**config.mk**
```make
export PLATFORM = sky130hd
export DESIGN_NAME = match_controller
export DESIGN_NICKNAME = d
export VERILOG_FILES = /design/src/rtl/tow_pkg.sv /design/src/rtl/down_timer.sv /design/src/rtl/match_controller.sv
export SDC_FILE = /design/constraint.sdc
export NUM_CORES = 1
export LEC_CHECK = 0
export BUFFER_PORTS_ARGS = -buffer_cell sky130_fd_sc_hd__buf_2
export CORE_UTILIZATION = 45
export CTS_CLUSTER_SIZE = 28
export DETAILED_ROUTE_END_ITERATION = 8
export PLACE_DENSITY = 0.81
export SLEW_MARGIN = 20
export SYNTH_ARGS = -nofsm -noshare
export SYNTH_HDL_FRONTEND = slang
export SYNTH_SLANG_ARGS = --single-unit
```
**constraint.sdc**
```tcl
create_clock -name clk -period 2.55 [get_ports clk]
set_input_delay 0 -clock clk [delete_from_list [all_inputs] [get_ports clk]]
set_output_delay 0 -clock clk [all_outputs]
set_load 0.01 [all_outputs]
```
**src/rtl/tow_pkg.sv**
```systemverilog
// Shared types and helpers for the tug-of-war match sequencing logic.
package tow_pkg;

    typedef enum logic [1:0] {
        START,
        PLAY,
        HOLD,
        MATCH_END
    } match_state_t;

    localparam logic SIDE_LEFT  = 1'b0;
    localparam logic SIDE_RIGHT = 1'b1;

    localparam int DEFAULT_SCORE_W = 3;

    // Bits needed to hold a down-count starting at n-1 (never less than one).
    function automatic int cnt_w(input int n);
        return (n > 1) ? $clog2(n) : 1;
    endfunction

endpackage

```
**src/rtl/down_timer.sv**
```systemverilog
// Loadable down-counter that stops at zero; zero flags the terminal count.
module down_timer #(
    parameter int WIDTH = 4
) (
    input  logic             clk,
    input  logic             reset,
    input  logic             load,
    input  logic [WIDTH-1:0] load_val,
    input  logic             en,
    output logic             zero
);

    logic [WIDTH-1:0] count_q;
    logic [WIDTH-1:0] count_d;

    always_comb begin
        count_d = count_q;
        if (load) begin
            count_d = load_val;
        end else if (en && (count_q != '0)) begin
            count_d = count_q - WIDTH'(1);
        end
    end

    always_ff @(posedge clk or negedge reset) begin
        if (!reset) begin
            count_q <= '0;
        end else begin
            count_q <= count_d;
        end
    end

    assign zero = (count_q == '0);

endmodule

```
**src/rtl/match_controller.sv**
```systemverilog
// Match sequencer for the tug-of-war game: move arbitration, round scoring, hold-off, field reset.
// Optional round timeout (draw on expiry) is built when ROUND_TIMEOUT_EN is defined.
//
// state     | meaning
// START     | one-cycle field_reset, then PLAY
// PLAY      | moves pass through; a win (or timeout) scores and enters HOLD
// HOLD      | field frozen for HOLD_CYCLES; exits to MATCH_END or START
// MATCH_END | match decided; waits for restart
module match_controller
    import tow_pkg::*;
#(
    parameter int MATCH_POINTS = 3,
    parameter int HOLD_CYCLES  = 4,
    parameter int SCORE_W      = DEFAULT_SCORE_W
`ifdef ROUND_TIMEOUT_EN
    , parameter int TIMEOUT_CYCLES = 64
`endif
) (
    input  logic               clk,
    input  logic               reset,
    input  logic               L_press,
    input  logic               R_press,
    input  logic               win_left,
    input  logic               win_right,
    input  logic               restart,
    output logic               L_move,
    output logic               R_move,
    output logic               field_reset,
    output logic [SCORE_W-1:0] score_left,
    output logic [SCORE_W-1:0] score_right,
    output logic               match_over,
    output logic               match_winner
);

    localparam int                 HOLD_W    = cnt_w(HOLD_CYCLES);
    localparam logic [HOLD_W-1:0]  HOLD_LOAD = HOLD_W'(HOLD_CYCLES - 1);
    localparam logic [SCORE_W-1:0] MAX_SCORE = SCORE_W'(MATCH_POINTS);

    match_state_t       state_q, state_d;
    logic [SCORE_W-1:0] score_left_q, score_left_d;
    logic [SCORE_W-1:0] score_right_q, score_right_d;
    logic               l_move_q, l_move_d;
    logic               r_move_q, r_move_d;
    logic               hold_load, hold_en, hold_zero;
    logic               timeout;
    logic               left_at_max, right_at_max;

    function automatic logic [SCORE_W-1:0] sat_inc(input logic [SCORE_W-1:0] s);
        return (s >= MAX_SCORE) ? s : s + SCORE_W'(1);
    endfunction

    down_timer #(.WIDTH(HOLD_W)) u_hold_timer (
        .clk      (clk),
        .reset    (reset),
        .load     (hold_load),
        .load_val (HOLD_LOAD),
        .en       (hold_en),
        .zero     (hold_zero)
    );

`ifdef ROUND_TIMEOUT_EN
    localparam int RT_W = cnt_w(TIMEOUT_CYCLES);
    logic round_zero;

    down_timer #(.WIDTH(RT_W)) u_round_timer (
        .clk      (clk),
        .reset    (reset),
        .load     (state_q == START),
        .load_val (RT_W'(TIMEOUT_CYCLES - 1)),
        .en       (state_q == PLAY),
        .zero     (round_zero)
    );

    assign timeout = (state_q == PLAY) && round_zero;
`else
    assign timeout = 1'b0;
`endif

    assign left_at_max  = (score_left_q == MAX_SCORE);
    assign right_at_max = (score_right_q == MAX_SCORE);

    always_ff @(posedge clk or negedge reset) begin
        if (!reset) begin
            state_q       <= START;
            score_left_q  <= '0;
            score_right_q <= '0;
            l_move_q      <= 1'b0;
            r_move_q      <= 1'b0;
        end else begin
            state_q       <= state_d;
            score_left_q  <= score_left_d;
            score_right_q <= score_right_d;
            l_move_q      <= l_move_d;
            r_move_q      <= r_move_d;
        end
    end

    always_comb begin
        state_d       = state_q;
        score_left_d  = score_left_q;
        score_right_d = score_right_q;
        hold_load     = 1'b0;
        hold_en       = 1'b0;
        case (state_q)
            START: state_d = PLAY;
            PLAY: begin
                // A win in the timeout cycle still scores; a double win is a draw.
                if (win_left || win_right || timeout) begin
                    hold_load = 1'b1;
                    state_d   = HOLD;
                    if (win_left && !win_right)  score_left_d  = sat_inc(score_left_q);
                    if (win_right && !win_left)  score_right_d = sat_inc(score_right_q);
                end
            end
            HOLD: begin
                hold_en = 1'b1;
                if (hold_zero) begin
                    state_d = (left_at_max || right_at_max) ? MATCH_END : START;
                end
            end
            MATCH_END: begin
                if (restart) begin
                    score_left_d  = '0;
                    score_right_d = '0;
                    state_d       = START;
                end
            end
            default: state_d = START;
        endcase
    end

    always_comb begin
        l_move_d = 1'b0;
        r_move_d = 1'b0;
        if (state_q == PLAY) begin
            l_move_d = L_press & ~R_press & ~win_left & ~win_right;
            r_move_d = R_press & ~L_press & ~win_left & ~win_right;
        end
        // Gated so the pulse stays low while reset is held and fires right after release.
        field_reset  = (state_q == START) & reset;
        match_over   = (state_q == MATCH_END);
        match_winner = (match_over && right_at_max) ? SIDE_RIGHT : SIDE_LEFT;
    end

    assign L_move      = l_move_q;
    assign R_move      = r_move_q;
    assign score_left  = score_left_q;
    assign score_right = score_right_q;

endmodule

```
==> results of run 1 <==
[cell usage after synthesis, types with 2 or more instances]
library cell	count
o21ai_0	4
dfrtp_1	12
nand3b_1	2
nand2b_1	2
nor2_1	6
nand3_1	2
a21oi_1	6
nand2_1	5
ha_1	5
or4b_1	2
nor3b_1	3
inv_1	7
nor3_1	2
[final timing paths]
| path | start | end | slack (ps) | cells past startpoint |
|---|---|---|---|---|
| min in group asynchronous | reset | score_right[1] | 120 | 2 |
| worst min-delay path | restart | state_q[1] | 60 | 4 |
| max in group asynchronous | reset | R_move | 2200 | 2 |
| worst min register to register | u_hold_timer.count_q[1] | u_hold_timer.count_q[1] | 520 | 2 |
| worst max-delay path | score_right[0] | score_right[1] | 500 | 6 |
| worst max register to register | score_right[0] | score_right[1] | 500 | 6 |
[routing by layer]
metal / wire, um / up-vias / part of all wire [%] / track usage (%)
li1: - / 311 / - / -
met1: 665 / 292 / 46 / 26.0
met2: 709 / 16 / 49 / 34.4
met3: 67 / 3 / 4.6 / 9.78
met4: 19 / 0 / 1.3 / 9.68
met5: 0 / - / 0 / 0
[area by class of cell]
class | count | area, um^2
fill | 127 | 504
inverter | 7 | 26.3
clock buffer | 4 | 36.3
timing repair buffer | 21 | 125
sequential | 12 | 300
multi-input combinational | 53 | 355
tap | 15 | 18.8
[sequential cells by signal, indices dropped and copies added (netlist names)]
signal and cells:
state_q 2, L_move 1, u_hold_timer.count_q 2, score_left 3
score_right 3, R_move 1
[critical path: stages (launching register included)]
cell and delay, ps:
dfrtp_1 440, ha_1 220, ha_1 210, or4b_1 550, a21oi_2 210, o21ai_1 80, a32o_1 220
[report_power, final]
part	internal [mW]	switching [mW]	total, mW
clock network	0.0871	0.0675	0.155
logic	0.186	0.218	0.404
registers	0.264	0.110	0.374
total	0.537	0.396	0.933
[cells by family after synthesis]
group,Yosys count
AOI/OAI and AO/OA,19
adders and majority gates,5
buffers and inverters,9
DFF,12
and+or+nand+nor,29
[metrics by stage]
stage | total power [mW] | cells
2_1_floorplan | 0.655 | 74
3_3_place_gp | 0.766 | 104
3_5_place_dp | 0.782 | 104
4_1_cts | 0.946 | 112
5_1_grt | 1.02 | 112
6_report | 0.933 | 112
==> run summary, run 1 <==
Vias/cell = 5.55
Status = finished clean
Dpl cell area = 786 um^2
Max Root-Sink Buffers = 2
Final hold violation count = 0
GPL Wtd Cong = 0.787
Synthesized cell area = 691 um^2
Top-area cell type share of the netlist area = 43.5%
Post-CTS Hold Buffers = 4
Post-DRT Antenna Nets = 0
Sequential share of the synthesized area = 43.5%
CP Capture Type = register
Global route overflow = 0
Ports = 18
PostCTS Resize Cnt = 0
Mapped Cells = 74
CTS sink count = 12
Main synth FF type = dfrtp_1
Clock Latency Late Sink = 280 ps
Mux contribution to synthesized area = 0%
I/O Buffers = 17
Kind of critical path = register to register
Max_slew headroom = 66.8%
Slew @ Worst Pin = 494 ps
Finished Core Util = 63.1%
Initial antenna violation count = 0
Synth Area in Adders = 9.06%
Ant. Diodes = 0
Asr flop ratio synth = 100%
H-Tree Level Count = 1
Die W = 41.2 um
Fin worst setup slack = 498 ps
Router iterations before antenna repair = 2
Cell Rows = 13
Number of setup buffers added after CTS = 0
Top cell type by total area after synthesis = dfrtp_1
P_leak = 0.429 nW
RSZ-0062 raised after global routing = false
Global-route wire length before repair = 2260 um
Max Fclk = 0.487 GHz
Synth cell types = 29
Synth Warn # = 0
Compound-Gate Fraction of Synth Area = 17.2%
Startpoint Class = register
Hold Path Class = input pin to register
DR vias = 622
Synth Net Count = 86
Simple-gate share of the synthesized area = 25.2%
Setup tns final = 0 ps
Final instance area = 862 um^2
Number of global-route vias before repair = 546
Hold_ws = 63.5 ps
CTS tree = built
Final HPWL DP = 1060 um
Synth Area per Inst = 9.33 um^2
WL final = 1460 um
Layout cells sized above 1 = 24.7%
Synth area leaders = dfrtp_1, ha_1, a21oi_1
Post-route minimum period = 2050 ps
Post-Place Setup Slack = 510 ps
Peak VDD IR = 603 uV
Power Dens Cells = 1080 nW/um^2
Core area = 1370 um^2
Final Skew = 7.43 ps
Final worst-path cycle share = 80.5%
Worst path arrival time = 2230 ps
Starting Density = 50.5%
Clock transition at path regs = 80 ps
Nets = 110
Final setup fails = 0
Main combinational cell family by area after synthesis = simple AND/OR/NAND/NOR gates
Data required time at the worst endpoint = 2730 ps
Post-synthesis xor/xnor area fraction = 0%
Commonest non-fill, non-tap cell in the layout = buf_2
Total Die Area = 1700 um^2
Number of synthesized flops with an enable pin = 0
Most frequent cells in the layout = buf_2, dfrtp_1, inv_1, nor2_1, a21oi_1
GRT Total Usage = 22.1%
Remaining DRCs = 0
Drt first-iter violations = 8
FF+latch count, synth = 12
Largest net degree at the start of global routing = 18
Die H = 41.2 um
Slew Viols, Final = 0
CTS buffer count = 3
Clk Tree Root Cell = clkbuf_4
Total of max-cap violations = 0
Area growth syn-to-layout = 24.8%
Routed WL per cell = 13.0 um
Crit-path max FO = 6
Power figures use the tool's default switching activity.
==> run 2, diff against run 1 <==
==> constraint.sdc (replaced) <==
create_clock -name clk -period 1.9 [get_ports clk]
set_input_delay 0 -clock clk [delete_from_list [all_inputs] [get_ports clk]]
set_output_delay 0 -clock clk [all_outputs]
set_load 0.01 [all_outputs]
==> run summary, run 2 (synthesized netlist as in run 1, its figures left out) <==
Status = finished clean
GR met2 Demand/Resource = 34.0% (-0.39 points)
Power share of the sequential group = 33.3% (-6.8 points)
Hold Crit Start = restart
Switch share = 41.4% (-1.0 points)
Slew @ Worst Pin = 477 ps (-17.1 ps)
CTS buffer count = 3 (unchanged)
Post-route minimum period = 1840 ps (-207 ps)
Final HPWL DP = 1110 um (+4.3%)
Cell Rows = 13 (unchanged)
Die W = 41.2 um (unchanged)
GPL Wtd Cong = 0.768 (-2.5%)
Max Root-Sink Buffers = 2 (unchanged)
Hold Path Class = input pin to register
Routed WL per cell = 12.3 um (-5.5%)
Clk pwr share = 15.1% (-1.5 points)
Final hold violation count = 0 (unchanged)
Max Fclk = 0.542 GHz (+11%)
Largest net degree at the start of global routing = 18 (unchanged)
Number of global-route vias before repair = 505 (-7.5%)
Final Skew = 4.76 ps (-2.67 ps)
Vias/cell = 5.22 (-6.1%)
Peak VDD IR = 853 uV (+41%)
Final worst-path cycle share = 97.1% (+17 points)
Switching pwr = 575 uW (+45%)
H-Tree Level Count = 1 (unchanged)
Final cell count without fillers = 120 (+7.1%)
Global-route wire length before repair = 2220 um (-1.6%)
Clock transition at path regs = 80 ps (about the same)
Clk Tree Root Cell = clkbuf_4
Fillers = 117 (-7.9%)
Die H = 41.2 um (unchanged)
CP Capture Type = register
Max_slew headroom = 68.0% (+1.1 points)
Core area = 1370 um^2 (unchanged)
Commonest non-fill, non-tap cell in the layout = buf_2
Drt first-iter violations = 10 (+2)
Slew Viols, Final = 0 (unchanged)
Post-DRT Antenna Nets = 0 (unchanged)
Nets = 118 (+7.3%)
RR Endpoint = score_right[1]
RSZ-0062 raised after global routing = false
Most frequent cells in the layout = buf_2, dfrtp_1, buf_4, inv_1, nor2_1
Final setup fails = 0 (unchanged)
Initial antenna violation count = 0 (unchanged)
Met3 GRT Util = 8.15% (-1.6 points)
Launch point of the worst reg-to-reg path = score_right[0]
GRT Total Usage = 21.5% (-0.54 points)
CTS tree = built
Total Die Area = 1700 um^2 (unchanged)
Ant. Diodes = 0 (unchanged)
Gate power share = 51.6% (+8.3 points)
Clock Latency Late Sink = 280 ps (about the same)
R2r worst-path depth = 6 (unchanged)
Router iterations before antenna repair = 4 (+2)
Data required time at the worst endpoint = 2080 ps (-650 ps)
Kind of critical path = register to register
Hold Crit Depth = 4 (unchanged)
Layout cells sized above 1 = 35.2% (+10 points)
Hold worst-path end = state_q[1]
GR Layer Usage met1 = 26.8% (+0.77 points)
CTS sink count = 12 (unchanged)
Ports = 18 (unchanged)
Starting Density = 50.5% (unchanged)
Post-Place Setup Slack = -22.1 ps (-532 ps)
I/O Buffers = 17 (unchanged)
Power Dens Cells = 1440 nW/um^2 (+33%)
Worst path arrival time = 2020 ps (-210 ps)
Grt peak-use layer = met2
Fin worst setup slack = 55.7 ps (-443 ps)
Crit-path max FO = 5 (-1)
Pint = 815 uW (+52%)
Total of max-cap violations = 0 (unchanged)
P_leak = 0.471 nW (+9.9%)
Area growth syn-to-layout = 39.5%
Global route overflow = 0 (unchanged)
Remaining DRCs = 0 (unchanged)
WL final = 1480 um (+1.3%)
Flop2flop setup slack = 60 ps (-440 ps)
DR vias = 626 (+0.64%)
Startpoint Class = register
Placed Cells = 111 (+6.7%)
==> run 2: cell types whose count changed in the layout (fill, tap and decap cells not counted), sizes merged <==
cell,delta
buf,+8
==> run 2: final cells by class <==
cell class              count  area (um^2)  share of cell area, %
clock buffers               4         36.3                   3.77
inverters                   7         26.3                   2.73
multi-input cells          53          395                   41.0
flip-flops and latches     12          302                   31.3
well taps                  15         18.8                   1.95
repair buffers             29          185                   19.2
==> run 2: power by group through the flow <==
stage | Clock (mW) | Sequential [mW] | Combinational, mW
4_1_cts | 0.215 | 0.462 | 0.697
3_3_place_gp | 0 | 0.451 | 0.656
2_1_floorplan | 0 | 0.468 | 0.415
5_1_grt | 0.222 | 0.483 | 0.812
3_5_place_dp | 0 | 0.457 | 0.678
6_report | 0.209 | 0.464 | 0.718
==> run 2: worst max-delay path by stage <==
stage,end,depth (start not counted),from,slack [ps]
6_report,score_right[1],6,score_right[0],60
5_1_grt,score_left[1],6,score_left[0],4
4_1_cts,score_right[1],6,score_right[0],8
3_5_place_dp,score_right[1],6,score_right[0],-20
3_3_place_gp,score_left[1],6,score_left[0],40
2_1_floorplan,score_right[1],6,score_right[0],2
==> run 2: per-stage QoR <==
stage	util (%)	hold slack (ps)	instance area (um^2)	setup TNS, ps	power [mW]
final	70.5	63.9	963	0	1.39
after global routing	70.5	79.0	963	0	1.52
after CTS	68.7	59.4	938	0	1.37
after detailed placement	61.6	-104	842	-22.1	1.14
after global placement	61.6	-105	842	0	1.11
after floorplan	-	-296	694	0	0.883
==> run 2: per-layer routing <==
layer	share of wire, %	wire, um
met2	48	715
met3	4.1	61
met5	0	0
met1	46	683
met4	1.3	19
==> run 2: timing repair <==
item,4_1_cts,5_1_grt
hold buffers,4,0
setup buffers,1,0
endpoints found under the setup margin,1,6
resized for setup,2,4
hold endpoints to repair,14,0
==> run 2: critical path, stage by stage, from the launching register on <==
cell and delay [ps]:
dfrtp_2 430, ha_4 170, ha_4 150, or4b_4 520, a21oi_4 170, o21ai_1 80
a32o_1 210
==> run 3, diff against run 2 <==
--- a/config.mk
+++ b/config.mk
@@ -6,10 +6,12 @@
 export NUM_CORES = 1
 export LEC_CHECK = 0
 export BUFFER_PORTS_ARGS = -buffer_cell sky130_fd_sc_hd__buf_2
+export CAP_MARGIN = 25
 export CORE_UTILIZATION = 45
 export CTS_CLUSTER_SIZE = 28
 export DETAILED_ROUTE_END_ITERATION = 8
 export PLACE_DENSITY = 0.81
+export SETUP_SLACK_MARGIN = 0.15
 export SLEW_MARGIN = 20
 export SYNTH_ARGS = -nofsm -noshare
 export SYNTH_HDL_FRONTEND = slang
==> run summary, run 3 (synthesized netlist as in run 1, its figures left out) <==
Status = finished clean
Startpoint Class = register
Post-route minimum period = 1870 ps (+21.7 ps)
Routed WL per cell = 15.5 um (+25%)
Nets = 119 (+0.85%)
Final Skew = 9.32 ps (+4.56 ps)
Dpl cell area = 860 um^2 (+2.1%)
Cell family contributing the most delay on the critical path = simple AND/OR/NAND/NOR gates
Launch point of the worst reg-to-reg path = score_right[0]
Hold Path Class = input pin to register
Ports = 18 (unchanged)
Total of max-cap violations = 0 (unchanged)
Max Fclk = 0.536 GHz (-1.2%)
CTS sink count = 12 (unchanged)
Crit-path max FO = 3 (-2)
Fillers = 89 (-24%)
Layout cells sized above 1 = 45.3% (+10 points)
H-Tree Level Count = 1 (unchanged)
Final cell count without fillers = 121 (+0.83%)
Total Die Area = 1700 um^2 (unchanged)
Cell Chain, Critical Path = ha_4 -> ha_4 -> or4b_4 -> a21oi_4 -> o21ai_2 -> a32o_1
Final hold violation count = 0 (unchanged)
Final worst-path cycle share = 98.2% (+1.1 points)
CP bufs+invs = 0 (unchanged)
Starting Density = 50.5% (unchanged)
Flop2flop setup slack = 30 ps (-20 ps)
GR met2 Demand/Resource = 43.8% (+9.8 points)
WL final = 1870 um (+26%)
Vias/cell = 5.59 (+7.1%)
Router iterations before antenna repair = 4 (unchanged)
Met3 GRT Util = 3.26% (-4.9 points)
Die H = 41.2 um (unchanged)
Kind of critical path = register to register
DR vias = 676 (+8.0%)
Final instance area = 1030 um^2 (+6.8%)
Slowest stage delay, CP = 520 ps (about the same)
Number of global-route vias before repair = 623 (+23%)
Commonest non-fill, non-tap cell in the layout = buf_2
Area growth syn-to-layout = 48.9%
FF+latch area = 305 um^2 (+1.2%)
Hold Crit Start = restart
Post-DRT Antenna Nets = 0 (unchanged)
Slew Viols, Final = 0 (unchanged)
RSZ-0062 raised after global routing = true
Finished Core Util = 75.3% (+4.8 points)
Final HPWL DP = 1090 um (-1.6%)
Clk Tree Root Cell = clkbuf_4
Remaining DRCs = 0 (unchanged)
Initial antenna violation count = 0 (unchanged)
Power Dens Cells = 1480 nW/um^2 (+2.9%)
Peak VDD IR = 800 uV (-6.2%)
GRT Total Usage = 25.5% (+4.0 points)
Worst path arrival time = 2040 ps (+20 ps)
Clock transition at path regs = 90 ps (about the same)
Slowest stage cell, crit path = or4b_4
Clock Latency Late Sink = 290 ps (about the same)
Hold Crit Depth = 3 (-1)
CP Capture Type = register
Largest net degree at the start of global routing = 18 (unchanged)
GR Layer Usage met1 = 30.5% (+3.7 points)
RR Endpoint = score_right[1]
Global route overflow = 0 (unchanged)
Die W = 41.2 um (unchanged)
Final setup fails = 0 (unchanged)
R2r worst-path depth = 6 (unchanged)
Max Root-Sink Buffers = 2 (unchanged)
Hold worst-path end = score_right[2]
CTS tree = built
Grt peak-use layer = met2
Ant. Diodes = 0 (unchanged)
Max_slew headroom = 65.1% (-2.8 points)
CTS buffer count = 3 (unchanged)
Drt first-iter violations = 31 (+21)
Cell Rows = 13 (unchanged)
Multi-input logic area = 449 um^2 (+14%)
Core area = 1370 um^2 (unchanged)
GPL Wtd Cong = 0.752 (-2.1%)
I/O Buffers = 17 (unchanged)
Placed Cells = 106 (-4.5%)
Slew @ Worst Pin = 519 ps (+42.2 ps)
Global-route wire length before repair = 2700 um (+21%)
Most frequent cells in the layout = buf_2, buf_4, dfrtp_1, inv_1, nor2_1
P_leak = 0.478 nW (+1.5%)
Top cell by count, worst path = ha_4
Data required time at the worst endpoint = 2070 ps (about the same)
run 3: cell types whose count changed in the layout (fill, tap and decap cells not counted), sizes merged:
cell,delta
buf,+1
run 3: worst min-delay path, cell delays in order:
cell and delay (ps):
buf_2 90, and3_1 220, a21oi_1 50
run 3: worst max-delay path by stage:
stage                   start             end  depth (start not counted)
3_5_place_dp   score_right[1]  score_right[1]                          6
6_report       score_right[0]  score_right[1]                          6
5_1_grt        score_right[0]  score_right[2]                          7
3_3_place_gp    score_left[0]   score_left[0]                          6
4_1_cts        score_right[0]  score_right[1]                          6
2_1_floorplan  score_right[0]  score_right[1]                          6
run 3: layout make-up:
cell class	instances	area share, %
multi-input combinational	53	43.7
timing repair buffer	30	18.7
sequential	12	29.7
inverter	7	2.55
clock buffer	4	3.53
tap	15	1.82
run 3: where the power goes:
group	leakage, nW	internal, mW	total, mW	switching (mW)
Combinational	0.309	0.384	0.802	0.418
Clock	0.0210	0.117	0.217	0.100
Sequential	0.147	0.362	0.508	0.146
Total	0.478	0.863	1.53	0.665
run 3: what timing repair did:
| item | CTS | global route |
|---|---|---|
| cloned | 0 | 0 |
| hold endpoints to repair | 14 | 0 |
| hold buffers | 4 | 0 |
| pin swaps | 2 | 4 |
| endpoints found under the setup margin | 6 | 6 |
| resized for setup | 4 | 5 |
| buffers inserted | 5 | 2 |
run 3: per-layer routing:
layer  vias to the layer above  part of all wire [%]
li1                        329                     -
met1                       309                    44
met2                        29                    49
met3                         9                   4.2
met4                         0                   3.1
met5                         -                     0
run 3: per-stage QoR:
| stage | total power [mW] | setup slack (ps) | hold slack (ps) | setup TNS [ps] |
|---|---|---|---|---|
| 2_1_floorplan | 0.944 | 34.7 | -296 | 0 |
| 3_3_place_gp | 1.12 | 68.5 | -104 | 0 |
| 3_5_place_dp | 1.15 | 37.5 | -101 | 0 |
| 4_1_cts | 1.45 | 61.6 | 83.2 | 0 |
| 5_1_grt | 1.64 | -4.58 | 130 | -5.74 |
| 6_report | 1.53 | 34.1 | 102 | 0 |
